===== src/rtl/fp24_pkg.sv =====
// Shared field layout, packed view and value classes for the 24-bit float format.
package fp24_pkg;

  localparam int SIGN_BIT = 23;
  localparam int EXP_MSB  = 22;
  localparam int EXP_LSB  = 15;
  localparam int MANT_W   = 15;
  localparam int EXP_BIAS = 127;
  localparam int EXP_MAX  = 255;

  typedef struct packed {
    logic                     sign;
    logic [EXP_MSB-EXP_LSB:0] exp;
    logic [MANT_W-1:0]        mant;
  } fp24_t;

  typedef enum logic [1:0] {
    FP_ZERO,
    FP_NORM,
    FP_INF,
    FP_NAN
  } fp_class_e;

  // Denormals share the zero class: they are flushed before conversion.
  function automatic fp_class_e fp24_classify(input fp24_t f);
    fp_class_e c;
    if (f.exp == '0)
      c = FP_ZERO;
    else if (int'(f.exp) == EXP_MAX)
      c = (f.mant == '0) ? FP_INF : FP_NAN;
    else
      c = FP_NORM;
    return c;
  endfunction

endpackage


===== src/rtl/fp24_shift_round.sv =====
// Second-stage datapath: aligns the 16-bit significand by a signed shift, rounds,
// and flags results that cannot be represented for the given sign.
module fp24_shift_round #(
  parameter int OUT_WIDTH     = 32,
  parameter int ROUND_NEAREST = 1
) (
  input  logic                 [15:0]          m,
  input  logic signed          [9:0]           sh,
  input  logic                                 sign,
  output logic                 [OUT_WIDTH-1:0] mag,
  output logic                                 overflow
);

  localparam int MW     = OUT_WIDTH + 1;
  // Largest left shift whose result still fits exactly in MW bits; beyond it
  // the leading one lands at or above bit OUT_WIDTH, which always overflows.
  localparam int SH_FIT = OUT_WIDTH - 16;
  localparam logic [MW-1:0] LIM_NEG = MW'(1) << (OUT_WIDTH - 1);
  localparam logic [MW-1:0] LIM_POS = LIM_NEG - MW'(1);

  int          sh_i;
  int          rshift;
  logic        big;
  logic [MW-1:0] wide;
  logic [31:0] frac_ext;
  logic        guard;
  logic        sticky;
  logic        round_up;

  always_comb begin
    sh_i     = int'(sh);
    rshift   = 0;
    big      = 1'b0;
    wide     = '0;
    frac_ext = '0;
    guard    = 1'b0;
    sticky   = 1'b0;
    round_up = 1'b0;
    if (sh_i >= 0) begin
      if (sh_i > SH_FIT)
        big = 1'b1;
      else
        wide = MW'(m) << sh_i;
    end else begin
      rshift = -sh_i;
      // Shifts of 17 or more leave nothing, not even a guard bit.
      if (rshift <= 16) begin
        frac_ext = {m, 16'b0} >> rshift;
        guard    = frac_ext[15];
        sticky   = |frac_ext[14:0];
        round_up = (ROUND_NEAREST != 0) && guard && (sticky || frac_ext[16]);
        wide     = MW'(frac_ext[31:16]) + MW'(round_up);
      end
    end
    overflow = big || (wide > (sign ? LIM_NEG : LIM_POS));
  end

  assign mag = wide[OUT_WIDTH-1:0];

endmodule


===== src/rtl/fp24_to_fixed.sv =====
// Two-stage fp24 to signed Q-format converter with valid/ready on both sides.
// A beat transfers on a side when valid && ready are both high at the clock edge.
module fp24_to_fixed
  import fp24_pkg::*;
#(
  parameter int OUT_WIDTH     = 32,
  parameter int FRAC_BITS     = 8,
  parameter int ROUND_NEAREST = 1
) (
  input  logic                 clk,
  input  logic                 rst_n,
  input  logic                 in_valid,
  output logic                 in_ready,
  input  logic [23:0]          in_data,
  output logic                 out_valid,
  input  logic                 out_ready,
  output logic [OUT_WIDTH-1:0] out_data,
  output logic                 out_sat,
  output logic                 out_invalid
);

  localparam logic [OUT_WIDTH-1:0] POS_MAX = {1'b0, {(OUT_WIDTH-1){1'b1}}};
  localparam logic [OUT_WIDTH-1:0] NEG_MIN = {1'b1, {(OUT_WIDTH-1){1'b0}}};

  fp24_t             in_f;
  int                sh_calc;
  logic              s2_en;
  logic              s1_advance;
  logic              in_fire;

  logic              s1_valid;
  logic              s1_sign;
  fp_class_e         s1_class;
  logic signed [9:0] s1_sh;
  logic [15:0]       s1_m;

  logic [OUT_WIDTH-1:0] mag;
  logic                 ovf;
  logic [OUT_WIDTH-1:0] res_data;
  logic                 res_sat;
  logic                 res_inv;

  assign in_f       = in_data;
  assign s2_en      = !out_valid || out_ready;
  assign s1_advance = s1_valid && s2_en;
  assign in_ready   = !s1_valid || s1_advance;
  assign in_fire    = in_valid && in_ready;

  // Shift that places the significand's binary point FRAC_BITS above bit 0.
  always_comb sh_calc = int'(in_f.exp) - (EXP_BIAS + MANT_W) + FRAC_BITS;

  always_ff @(posedge clk or negedge rst_n) begin
    if (!rst_n) begin
      s1_valid <= 1'b0;
      s1_sign  <= 1'b0;
      s1_class <= FP_ZERO;
      s1_sh    <= '0;
      s1_m     <= '0;
    end else begin
      if (in_fire) begin
        s1_valid <= 1'b1;
        s1_sign  <= in_f.sign;
        s1_class <= fp24_classify(in_f);
        s1_sh    <= 10'(sh_calc);
        s1_m     <= {1'b1, in_f.mant};
      end else if (s1_advance) begin
        s1_valid <= 1'b0;
      end
    end
  end

  fp24_shift_round #(
    .OUT_WIDTH    (OUT_WIDTH),
    .ROUND_NEAREST(ROUND_NEAREST)
  ) u_shift_round (
    .m       (s1_m),
    .sh      (s1_sh),
    .sign    (s1_sign),
    .mag     (mag),
    .overflow(ovf)
  );

  always_comb begin
    res_data = '0;
    res_sat  = 1'b0;
    res_inv  = 1'b0;
    case (s1_class)
      FP_NAN: res_inv = 1'b1;
      FP_INF: begin
        res_sat  = 1'b1;
        res_data = s1_sign ? NEG_MIN : POS_MAX;
      end
      FP_NORM: begin
        if (ovf) begin
          res_sat  = 1'b1;
          res_data = s1_sign ? NEG_MIN : POS_MAX;
        end else begin
          res_data = s1_sign ? (~mag + 1'b1) : mag;
        end
      end
      default: ;
    endcase
  end

  // Output register only reloads when it is empty or being drained, so a
  // stalled result stays put.
  always_ff @(posedge clk or negedge rst_n) begin
    if (!rst_n) begin
      out_valid   <= 1'b0;
      out_data    <= '0;
      out_sat     <= 1'b0;
      out_invalid <= 1'b0;
    end else if (s2_en) begin
      out_valid <= s1_valid;
      if (s1_valid) begin
        out_data    <= res_data;
        out_sat     <= res_sat;
        out_invalid <= res_inv;
      end
    end
  end

endmodule

===== config.mk =====
export PLATFORM = sky130hd
export DESIGN_NAME = fp24_to_fixed
export DESIGN_NICKNAME = d
export VERILOG_FILES = /design/src/rtl/fp24_pkg.sv /design/src/rtl/fp24_shift_round.sv /design/src/rtl/fp24_to_fixed.sv
export SDC_FILE = /design/constraint.sdc
export NUM_CORES = 1
export LEC_CHECK = 0
export BUFFER_PORTS_ARGS = -buffer_cell sky130_fd_sc_hd__buf_2
export CORE_UTILIZATION = 55
export CTS_BUF_LIST = sky130_fd_sc_hd__clkbuf_4
export DETAILED_ROUTE_END_ITERATION = 12
export GPL_ROUTABILITY_DRIVEN = 1
export PLACE_DENSITY_LB_ADDON = 0.08
export REMOVE_ABC_BUFFERS = 1
export SYNTH_ARGS = -nofsm -noshare
export SYNTH_HDL_FRONTEND = slang
export SYNTH_HIERARCHICAL = 1
export SYNTH_SLANG_ARGS = --single-unit

===== constraint.sdc =====
create_clock -name clk -period 17.1 [get_ports clk]
set_input_delay 3.42 -clock clk [delete_from_list [all_inputs] [get_ports clk]]
set_output_delay 3.42 -clock clk [all_outputs]
set_load 0.005 [all_outputs]

==> results.sh, run 1 <==
export IMPL_status="complete, no violations"
export IMPL_fin_skew_ns=0.04728
export IMPL_synth_distinct_cells=82
export IMPL_h_tree_depth=3
export IMPL_grt_pass1_wl_um=38450
export IMPL_clock_latency_ns=0.51
export IMPL_portBuffers=63
export IMPL_setup_tns_ns=0
export IMPL_startpoint_type="register"
export IMPL_worstSetupPathType="reg2reg"
export IMPL_rsz0062_at_grt="false"
export IMPL_grt_overflow_total=0
export IMPL_seqCellArea_um2=1629
export IMPL_synth_cells=1039
export IMPL_setup_slack_ns=7.244
export IMPL_finalWirelength_um=23920
export IMPL_ys_ff_latch=65
export IMPL_yosys_area_top_type_share=0.1997
export IMPL_critPathMaxStageDelay_ns=0.68
export IMPL_r2r_start="s1_sh[0]"
export IMPL_clock_sinks=65
export IMPL_io_pin_count=64
export IMPL_synth_sequential_area_ratio=0.1997
export IMPL_dieArea_um2=15300
export IMPL_dp_slack_ns=7.461
export IMPL_fin_crit_ns=9.856
export IMPL_max_freq_mhz=101.5
export IMPL_switching_share=0.4981
export IMPL_syn_area_um2=8147
export IMPL_die_width_um=123.7
export IMPL_grt_max_degree=66
export IMPL_ys_top_cells_by_area="dfrtp_1, ha_1, mux2_2, mux2i_1, nor2_1"
export IMPL_intPower_mw=0.3854
export IMPL_crit_path_top_delay_cell="nor2_1"
export IMPL_finalNonFillerCells=1241
export IMPL_combPwrFrac=0.584
export IMPL_relSlewSlack=0.2012
export IMPL_postPlaceCellArea_um2=8503
export IMPL_rows=44
export IMPL_multi_input_area_um2=6115
export IMPL_worstSetupEndpointType="register"
export IMPL_slew_violations=0
export IMPL_clk_path_buf_depth=2
export IMPL_hp_class="reg2reg"
export IMPL_hold_depth=2
export IMPL_post_route_period_util=0.5764
export IMPL_pwr_share_clk=0.138
export IMPL_worstMarginPinSlew_ns=1.189
export IMPL_synth_edf_count=0
export IMPL_p_sw_mw=0.3824
export IMPL_power_leakage_nw=3.643
export IMPL_hold_viol_final=0
export IMPL_drive_gt1_frac=0.1714
export IMPL_post_cts_buffers=0
export IMPL_detail_route_antenna_nets=0
export IMPL_coreArea_um2=14480
export IMPL_finalNetCount=1128
export IMPL_grt_pass1_vias=7252
export IMPL_die_h_um=123.7
export IMPL_yosysTopAreaCell="dfrtp_1"
export IMPL_drtIter0Drc=776
export IMPL_finalSetupViolCount=0
export IMPL_area_growth_syn_to_layout_pct=5.898
export IMPL_fillers=1352
export IMPL_crit_path_max_fanout=37
export IMPL_cts_hold_fix_buffers=0
export IMPL_synth_flop_cell="dfrtp_1"
export IMPL_whs_ns=0.4925
export IMPL_min_to="out_data[24]"
export IMPL_cts_tree="built"
export IMPL_vdd_ir_drop_max_v=0.00006095
export IMPL_place_inst=1224
export IMPL_dpl_hpwl_um=17700
export IMPL_cp_data_required_time_ns=17.49
export IMPL_worst_r2r_path_depth=30
export IMPL_viasPerCell=6.597
export IMPL_synth_async_reset_ratio=1.000
export IMPL_cts_root_buf="clkbuf_4"
export IMPL_clkTransAtPathRegs_ns=0.15
export IMPL_antenna_found_initial=1
export IMPL_finalInstanceArea_um2=8627
export IMPL_track_usage=0.3237
export IMPL_p_per_area_nw_per_um2=89.01
export IMPL_syn_avg_cell_area_um2=7.841
export IMPL_drc_errors=0
export IMPL_vias=8187
export IMPL_p_seq_frac=0.279
export IMPL_initial_utilization=0.5627
export IMPL_arrival_ns=10.25
export IMPL_postCtsResizedCells=0
export IMPL_gp_congestion=0.9532
export IMPL_drv_cap=0
export IMPL_timing_rr_end="out_data[22]"
export IMPL_drt_first_pass_iters=5
export IMPL_reg2reg_setup_slack_ns=7.24
export IMPL_min_delay_start="out_data[24]"
export IMPL_yosysWarningCount=6
export IMPL_cts_buffers=9
export IMPL_wire_per_inst_um=19.27
state kept, by name, indices dropped and copies added, names as in the netlist:
| register | count |
|---|---|
| out_data | 32 |
| out_invalid | 1 |
| out_sat | 1 |
| out_valid | 1 |
| s1_class | 2 |
| s1_m | 16 |
| s1_sh | 10 |
| s1_sign | 1 |
| s1_valid | 1 |
critical path, delay by kind of cell (launching register included):
family          cells  cell delay [ns]
compound gates     11             3.48
fa+ha+maj           4             1.32
simple gates       12             3.43
buf+inv             2             0.90
xor+xnor            1             0.16
flops               1             0.43
power by group through the flow:
stage | Clock (mW) | Combinational [mW] | Sequential (mW)
2_1_floorplan | 0 | 0.303 | 0.222
3_3_place_gp | 0 | 0.438 | 0.217
3_5_place_dp | 0 | 0.438 | 0.217
4_1_cts | 0.107 | 0.440 | 0.214
5_1_grt | 0.113 | 0.491 | 0.219
6_report | 0.106 | 0.448 | 0.214
worst max-delay path by stage:
| stage | start | to | slack (ns) | cells after the start |
|---|---|---|---|---|
| 2_1_floorplan | s1_sh[0] | out_data[22] | 7.49 | 29 |
| 3_3_place_gp | s1_sh[0] | out_data[22] | 7.81 | 30 |
| 3_5_place_dp | s1_sh[0] | out_data[22] | 7.46 | 30 |
| 4_1_cts | s1_sh[0] | out_data[22] | 7.37 | 30 |
| 5_1_grt | s1_sh[0] | out_data[22] | 6.48 | 30 |
| 6_report | s1_sh[0] | out_data[22] | 7.24 | 30 |
through the flow:
| stage | total power [mW] | util |
|---|---|---|
| global placement | 0.6545 | 0.5873 |
| global route | 0.8238 | 0.5958 |
| floorplan | 0.5256 | - |
| detailed placement | 0.6552 | 0.5873 |
| finish | 0.7679 | 0.5958 |
| CTS | 0.7602 | 0.5957 |
cells in the mapped netlist (all sizes together), types with 23 or more instances:
cell / count
o21ai: 71
nor2: 103
ha: 49
inv: 23
mux2i: 43
buf: 26
a21oi: 72
nor3: 31
dfrtp: 65
clkbuf: 52
mux2: 44
nand3: 32
nand2: 89
cell families after synthesis:
logic type / after synthesis / synth area share
and+or+nand+nor: 392 / 0.2462
AOI/OAI and AO/OA: 300 / 0.2510
buffers and inverters: 103 / 0.05114
muxes: 97 / 0.1413
DFF: 65 / 0.1997
adders and majority gates: 49 / 0.07526
xor gates and xnor gates: 33 / 0.03548
final cells by class:
| class | instances | area share |
|---|---|---|
| Tap cell | 184 | 0.02669 |
| Sequential cell | 65 | 0.1888 |
| Antenna cell | 1 | 0.0002901 |
| Timing Repair Buffer | 79 | 0.05047 |
| Clock buffer | 9 | 0.007832 |
| Multi-Input combinational cell | 871 | 0.7088 |
| Inverter | 25 | 0.01088 |
| Clock inverter | 7 | 0.006236 |
cell usage in the layout, fill, tap and decap left out, types with 5 or more instances in the layout:
cell,synthesis,layout
or4_1,13,13
o21ai_1,7,7
xor2_1,17,17
nor2_1,103,103
or3_1,12,12
o41ai_2,5,5
mux4_2,10,10
o211ai_1,11,11
nor4_1,18,18
a22oi_1,9,9
a31oi_1,17,17
dfrtp_1,65,63
or2_2,8,8
mux2i_1,43,43
a2111oi_0,6,6
clkbuf_4,0,9
mux2_2,44,44
inv_1,23,23
a221o_1,5,5
nand3_1,32,32
o31ai_1,6,6
xnor2_1,16,16
a22o_1,11,11
a21o_1,13,13
nor3_1,30,29
o22ai_1,10,10
ha_1,49,49
a21oi_1,72,72
buf_2,12,63
o21ai_0,64,64
nand4_1,20,20
a311oi_1,5,5
buf_4,0,16
nand2_1,88,88
nor2b_1,17,17
o32ai_1,5,5
nand2b_1,13,13
a211oi_1,11,11
layer usage:
| layer | global-route usage | routed length [µm] |
|---|---|---|
| met3 | 0.04212 | 1368 |
| met1 | 0.4285 | 10570 |
| met5 | 0 | 0 |
| met4 | 0.1431 | 859 |
| met2 | 0.5253 | 11120 |
No activity file was read; power rests on OpenSTA's default activity.
==> inputs of run 2 (changes only) <==
- clock period: 17.1 -> 8.5 ns (I/O delays scaled with it)
==> run 2 against run 1 <==
Non-clock buffer count rose by 21. Clock power rose by 110%. Utilization rose by 1.5 points. Final cell count rose by 1.5%. Power increased by 110%. First-iteration DRC count shrank 3.4%. Clock-buffer cell count stayed put. Sequential share of layout area shrank 0.46 points. Critical path type unchanged. Highest routed layer unchanged.
==> results.sh, run 2 (synthesis results as in run 1) <==
export IMPL_crit_path_top_delay_cell="or4_4"
export IMPL_fillers=1387
export IMPL_dpl_hpwl_um=18010
export IMPL_dp_slack_ns=0.2313
export IMPL_startpoint_type="register"
export IMPL_grt_max_degree=66
export IMPL_drive_gt1_frac=0.1914
export IMPL_antenna_found_initial=0
export IMPL_drt_first_pass_iters=5
export IMPL_cp_common_cell="ha_1"
export IMPL_antenna_cells=0
export IMPL_hold_viol_final=0
export IMPL_vdd_ir_drop_max_v=0.0001292
export IMPL_clk_path_buf_depth=2
export IMPL_whs_ns=0.4893
export IMPL_area_growth_syn_to_layout_pct=8.539
export IMPL_worstSetupEndpointType="register"
export IMPL_finalNetCount=1149
export IMPL_rows=44
export IMPL_slew_violations=0
export IMPL_worstMarginPinSlew_ns=1.163
export IMPL_grt_pass1_wl_um=38330
export IMPL_grt_pass1_vias=7526
export IMPL_die_h_um=123.7
export IMPL_regMostFlops="out_data"
export IMPL_vias=8187
export IMPL_critPathMaxStageDelay_ns=0.59
export IMPL_initial_utilization=0.5627
export IMPL_switching_share=0.4806
export IMPL_clock_sinks=65
export IMPL_dieArea_um2=15300
export IMPL_final_common_cell="nor2_1"
export IMPL_portBuffers=63
export IMPL_p_per_area_nw_per_um2=178.4
export IMPL_finalSetupViolCount=0
export IMPL_die_width_um=123.7
export IMPL_p_seq_frac=0.268
export IMPL_fin_skew_ns=0.04137
export IMPL_cp_data_required_time_ns=8.81
export IMPL_drv_cap=0
export IMPL_final_cell_mix="nor2_1, nand2_1, a21oi_1"
export IMPL_cts_tree="built"
export IMPL_p_sw_mw=0.7580
export IMPL_rsz0062_at_grt="false"
export IMPL_pwr_share_clk=0.143
export IMPL_crit_path_max_fanout=25
export IMPL_detail_route_antenna_nets=0
export IMPL_cts_root_buf="clkbuf_4"
export IMPL_combPwrFrac=0.588
export IMPL_setup_slack_ns=0.5695
export IMPL_coreArea_um2=14480
export IMPL_finalWirelength_um=23920
export IMPL_largest_reg_flops=32
export IMPL_intPower_mw=0.8190
export IMPL_worstSetupPathType="reg2reg"
export IMPL_h_tree_depth=3
export IMPL_hp_class="reg2reg"
export IMPL_clock_latency_ns=0.48
export IMPL_viasPerCell=6.498
export IMPL_power_leakage_nw=3.777
export IMPL_top_regs="out_data x32, s1_m x16, s1_sh x10"
export IMPL_gp_congestion=0.9541
export IMPL_wire_per_inst_um=18.99
export IMPL_post_route_period_util=0.9330
export IMPL_grt_overflow_total=0
export IMPL_track_usage=0.3215
export IMPL_cts_buffers=9
export IMPL_drtIter0Drc=750
export IMPL_relSlewSlack=0.2186
export IMPL_arrival_ns=8.24
export IMPL_status="complete, no violations"
export IMPL_max_freq_mhz=126.1
export IMPL_io_pin_count=64
export IMPL_drc_errors=0
export IMPL_fin_crit_ns=7.930
export IMPL_clkTransAtPathRegs_ns=0.11
-- run 2: cell types whose count changed in the layout (fill, tap and decap cells not counted), sizes merged --
cell      previous run  this run
clkinv               4         5
diode                1         0
bufinv               0         1
inv                 25        24
buf                 79       100
clkinvlp             3         1
-- run 2: worst paths after layout --
path,start,slack (ns),cells past startpoint,to
max in group asynchronous,rst_n,6.49,2,s1_sh[0]
max,s1_sh[0],0.57,30,out_data[22]
max reg2reg,s1_sh[0],0.57,30,out_data[22]
min,out_data[24],0.49,2,out_data[24]
min reg2reg,out_data[24],0.49,2,out_data[24]
min in group asynchronous,rst_n,1.35,2,out_data[6]
-- run 2: metrics by stage --
stage	TNS [ns]	instances	util	total power, mW	area (µm²)
floorplan	-24.45	961	-	1.057	7824
global placement	0	1244	0.5976	1.326	8653
detailed placement	0	1244	0.5976	1.331	8653
CTS	0	1259	0.6071	1.557	8790
global route	0	1260	0.6107	1.690	8842
finish	0	1260	0.6107	1.577	8842
-- run 2: layer usage --
layer  track usage  vias to the layer above  wire length (µm)
met2        0.5295                      324             11230
met5             0                        -                 0
met4        0.1739                        0              1037
met3       0.03434                       76              1060
li1              -                     4005                 -
met1        0.4115                     3782             10590
-- run 2: repair_timing --
item	4_1_cts	5_1_grt
hold buffers	0	0
resized for setup	0	8
setup buffers	0	1
endpoints found under the setup margin	0	23
-- run 2: layout make-up --
| class | instances | area (µm²) | area share |
|---|---|---|---|
| clock buffers | 9 | 67.56 | 0.007641 |
| clock inverters | 6 | 68.82 | 0.007783 |
| inverters | 25 | 93.84 | 0.01061 |
| multi-input cells | 871 | 6160 | 0.6966 |
| flip-flops and latches | 65 | 1629 | 0.1842 |
| well taps | 184 | 230.2 | 0.02604 |
| repair buffers | 100 | 593.1 | 0.06707 |
-- run 2: critical path: cells and delay by family (launching register included) --
| family | cells | cell delay [ns] |
|---|---|---|
| and+or+nand+nor | 13 | 3.57 |
| AOI/OAI and AO/OA | 8 | 1.96 |
| adders and majority gates | 4 | 0.90 |
| buffers and inverters | 4 | 0.76 |
| DFF | 1 | 0.43 |
| xor gates and xnor gates | 1 | 0.16 |
-- run 2: power groups by stage --
stage / registers, mW / clock network, mW / logic, mW
final: 0.423 / 0.226 / 0.928
after global routing: 0.433 / 0.240 / 1.02
after CTS: 0.422 / 0.230 / 0.905
after detailed placement: 0.428 / 0 / 0.903
after global placement: 0.427 / 0 / 0.899
after floorplan: 0.447 / 0 / 0.610
==> inputs of run 3 (changes only) <==
- CAP_MARGIN: unset -> 20
- clock period: 8.5 -> 7.1 ns (I/O delays scaled with it)
==> run 3 against run 2 <==
The run now ends with negative setup slack left. Sequential power grew 20%. Sequential share of layout area fell by 1.5 points. Power grew 32%. Non-clock buffer count increased by 58. Combinational power rose by 33%. Routed wire length rose by 4.9%. Utilization up 5.3 points. Die area did not move. Via count is 4.8% higher. Register-to-register slack got worse by 0.75 ns. Clock skew is 0.023 ns lower. Clock-buffer cell count grew 1. Critical path type unchanged. Critical endpoint is now out_data[16]. Largest cell class unchanged. Largest power group unchanged.
==> results.sh, run 3 (synthesis results as in run 1) <==
export IMPL_status="finished, violations left"
export IMPL_violations="negative setup slack"
export IMPL_pwr_share_clk=0.165
export IMPL_slew_violations=0
export IMPL_place_inst=1291
export IMPL_max_freq_mhz=137.3
export IMPL_die_h_um=123.7
export IMPL_final_cell_mix="nor2_1, nand2_1, buf_4"
export IMPL_grt_max_degree=66
export IMPL_reg2reg_setup_slack_ns=-0.18
export IMPL_fin_crit_ns=7.283
export IMPL_clkTransAtPathRegs_ns=0.13
export IMPL_drive_gt1_frac=0.2722
export IMPL_wire_per_inst_um=19.03
export IMPL_worstMarginPinSlew_ns=0.9866
export IMPL_dp_slack_ns=-0.3631
export IMPL_critPathMaxStageDelay_ns=0.57
export IMPL_clk_path_buf_depth=2
export IMPL_setup_tns_ns=-0.3370
export IMPL_die_width_um=123.7
export IMPL_crit_path_top_delay_cell="or4_4"
export IMPL_initial_utilization=0.5627
export IMPL_gp_congestion=0.9568
export IMPL_timing_rr_end="out_data[16]"
export IMPL_switching_share=0.4543
export IMPL_seqCellArea_um2=1629
export IMPL_rsz0062_at_grt="true"
export IMPL_cts_hold_fix_buffers=0
export IMPL_drc_errors=0
export IMPL_setup_slack_ns=-0.1826
export IMPL_grt_pass1_wl_um=38950
export IMPL_rows=44
export IMPL_largest_reg_flops=32
export IMPL_finalWirelength_um=25100
export IMPL_crit_path_max_fanout=6
export IMPL_intPower_mw=1.137
export IMPL_cp_top_family="simple AND/OR/NAND/NOR gates"
export IMPL_multi_input_area_um2=6387
export IMPL_cts_tree="built"
export IMPL_vias=8577
export IMPL_vdd_ir_drop_max_v=0.0001489
export IMPL_drtIter0Drc=966
export IMPL_post_route_period_util=1.026
export IMPL_worstSetupEndpointType="register"
export IMPL_drt_first_pass_iters=6
export IMPL_io_pin_count=64
export IMPL_p_per_area_nw_per_um2=216.7
export IMPL_finalNetCount=1207
export IMPL_finalNonFillerCells=1319
export IMPL_finalSetupViolCount=4
export IMPL_detail_route_antenna_nets=0
export IMPL_grt_overflow_total=0
export IMPL_p_seq_frac=0.243
export IMPL_path_buf_inv=2
export IMPL_portBuffers=63
export IMPL_relSlewSlack=0.3362
export IMPL_postLayoutCoreUtil=0.6640
export IMPL_cts_buffers=9
export IMPL_worst_r2r_path_depth=30
export IMPL_total_power_mw=2.084
export IMPL_hold_depth=2
export IMPL_viasPerCell=6.503
export IMPL_clock_sinks=65
export IMPL_track_usage=0.3258
export IMPL_r2r_start="s1_sh[0]"
export IMPL_power_leakage_nw=4.128
export IMPL_arrival_ns=7.63
export IMPL_cts_root_buf="clkbuf_4"
export IMPL_p_sw_mw=0.9467
export IMPL_regMostFlops="out_data"
export IMPL_dpl_hpwl_um=18400
export IMPL_top_regs="out_data x32, s1_m x16, s1_sh x10"
export IMPL_fin_skew_ns=0.01863
export IMPL_combPwrFrac=0.592
export IMPL_clock_latency_ns=0.47
export IMPL_dieArea_um2=15300
export IMPL_hold_viol_final=0
export IMPL_hp_class="reg2reg"
export IMPL_antenna_cells=0
export IMPL_drv_cap=0
export IMPL_cp_data_required_time_ns=7.45
export IMPL_min_to="out_sat"
export IMPL_cp_common_cell="nand4_1"
export IMPL_area_growth_syn_to_layout_pct=18.02
export IMPL_fillers=1297
export IMPL_coreArea_um2=14480
export IMPL_worstSetupPathType="reg2reg"
export IMPL_grt_pass1_vias=7585
export IMPL_antenna_found_initial=0
export IMPL_h_tree_depth=3
export IMPL_min_delay_start="out_sat"
export IMPL_final_common_cell="nor2_1"
export IMPL_startpoint_type="register"
[run 3: cell types whose count changed in the layout (fill, tap and decap cells not counted), moves of 7 or more]
cell     change
o21ai_1      +7
o21ai_0      -7
a21oi_1      -9
a21oi_2     +10
nor2_1       -7
buf_4       +50
[run 3: worst max path at each step]
stage	slack [ns]	endpoint	start	cells after the start
after floorplan	-2.51	out_data[22]	s1_sh[0]	29
after global placement	-0.12	out_data[24]	s1_sh[0]	32
after detailed placement	-0.36	out_data[26]	s1_sh[0]	31
after CTS	0.01	out_data[24]	s1_sh[0]	32
after global routing	-0.44	out_data[16]	s1_sh[0]	30
final	-0.18	out_data[16]	s1_sh[0]	30
[run 3: worst reg2reg max path, delay by kind of cell (launching register included)]
family                   cells  cell delay (ns)
AND/OR/NAND/NOR             12             2.82
XOR/XNOR                     1             0.19
adder cells (fa/ha/maj)      4             0.89
AO/OA/AOI/OAI               11             2.61
flip-flops                   1             0.43
buffers and inverters        2             0.23
[run 3: power groups by stage]
stage	Sequential (mW)	Clock, mW	Combinational [mW]
2_1_floorplan	0.535	0	0.731
3_3_place_gp	0.509	0	1.12
3_5_place_dp	0.510	0	1.13
4_1_cts	0.503	0.352	1.15
5_1_grt	0.518	0.364	1.34
6_report	0.507	0.344	1.23
[run 3: layer usage]
metal	global-route usage	wire length, µm	vias up	share of wire
met5	0	0	-	0
met4	0.1521	1043	0	0.042
met3	0.05357	1477	85	0.059
met2	0.5330	11860	366	0.47
met1	0.4174	10720	4011	0.43
li1	-	-	4115	-
[run 3: what timing repair did]
action	4_1_cts	5_1_grt
setup buffers	2	8
pin swaps	6	41
endpoints found under the setup margin	32	32
gates cloned	0	1
gates resized for setup	13	59
[run 3: layout make-up]
cell class | count | share of cell area
multi-input cells | 871 | 0.6644
flip-flops and latches | 65 | 0.1694
repair buffers | 158 | 0.1127
well taps | 184 | 0.02395
clock inverters | 6 | 0.01197
inverters | 25 | 0.009761
clock buffers | 10 | 0.007808
[run 3: per-stage QoR]
stage,hold WS (ns),instance area (µm²)
floorplan,0.4726,7824
global placement,0.4620,9019
detailed placement,0.4675,9019
CTS,0.4960,9275
global route,0.5227,9614
finish,0.4924,9614
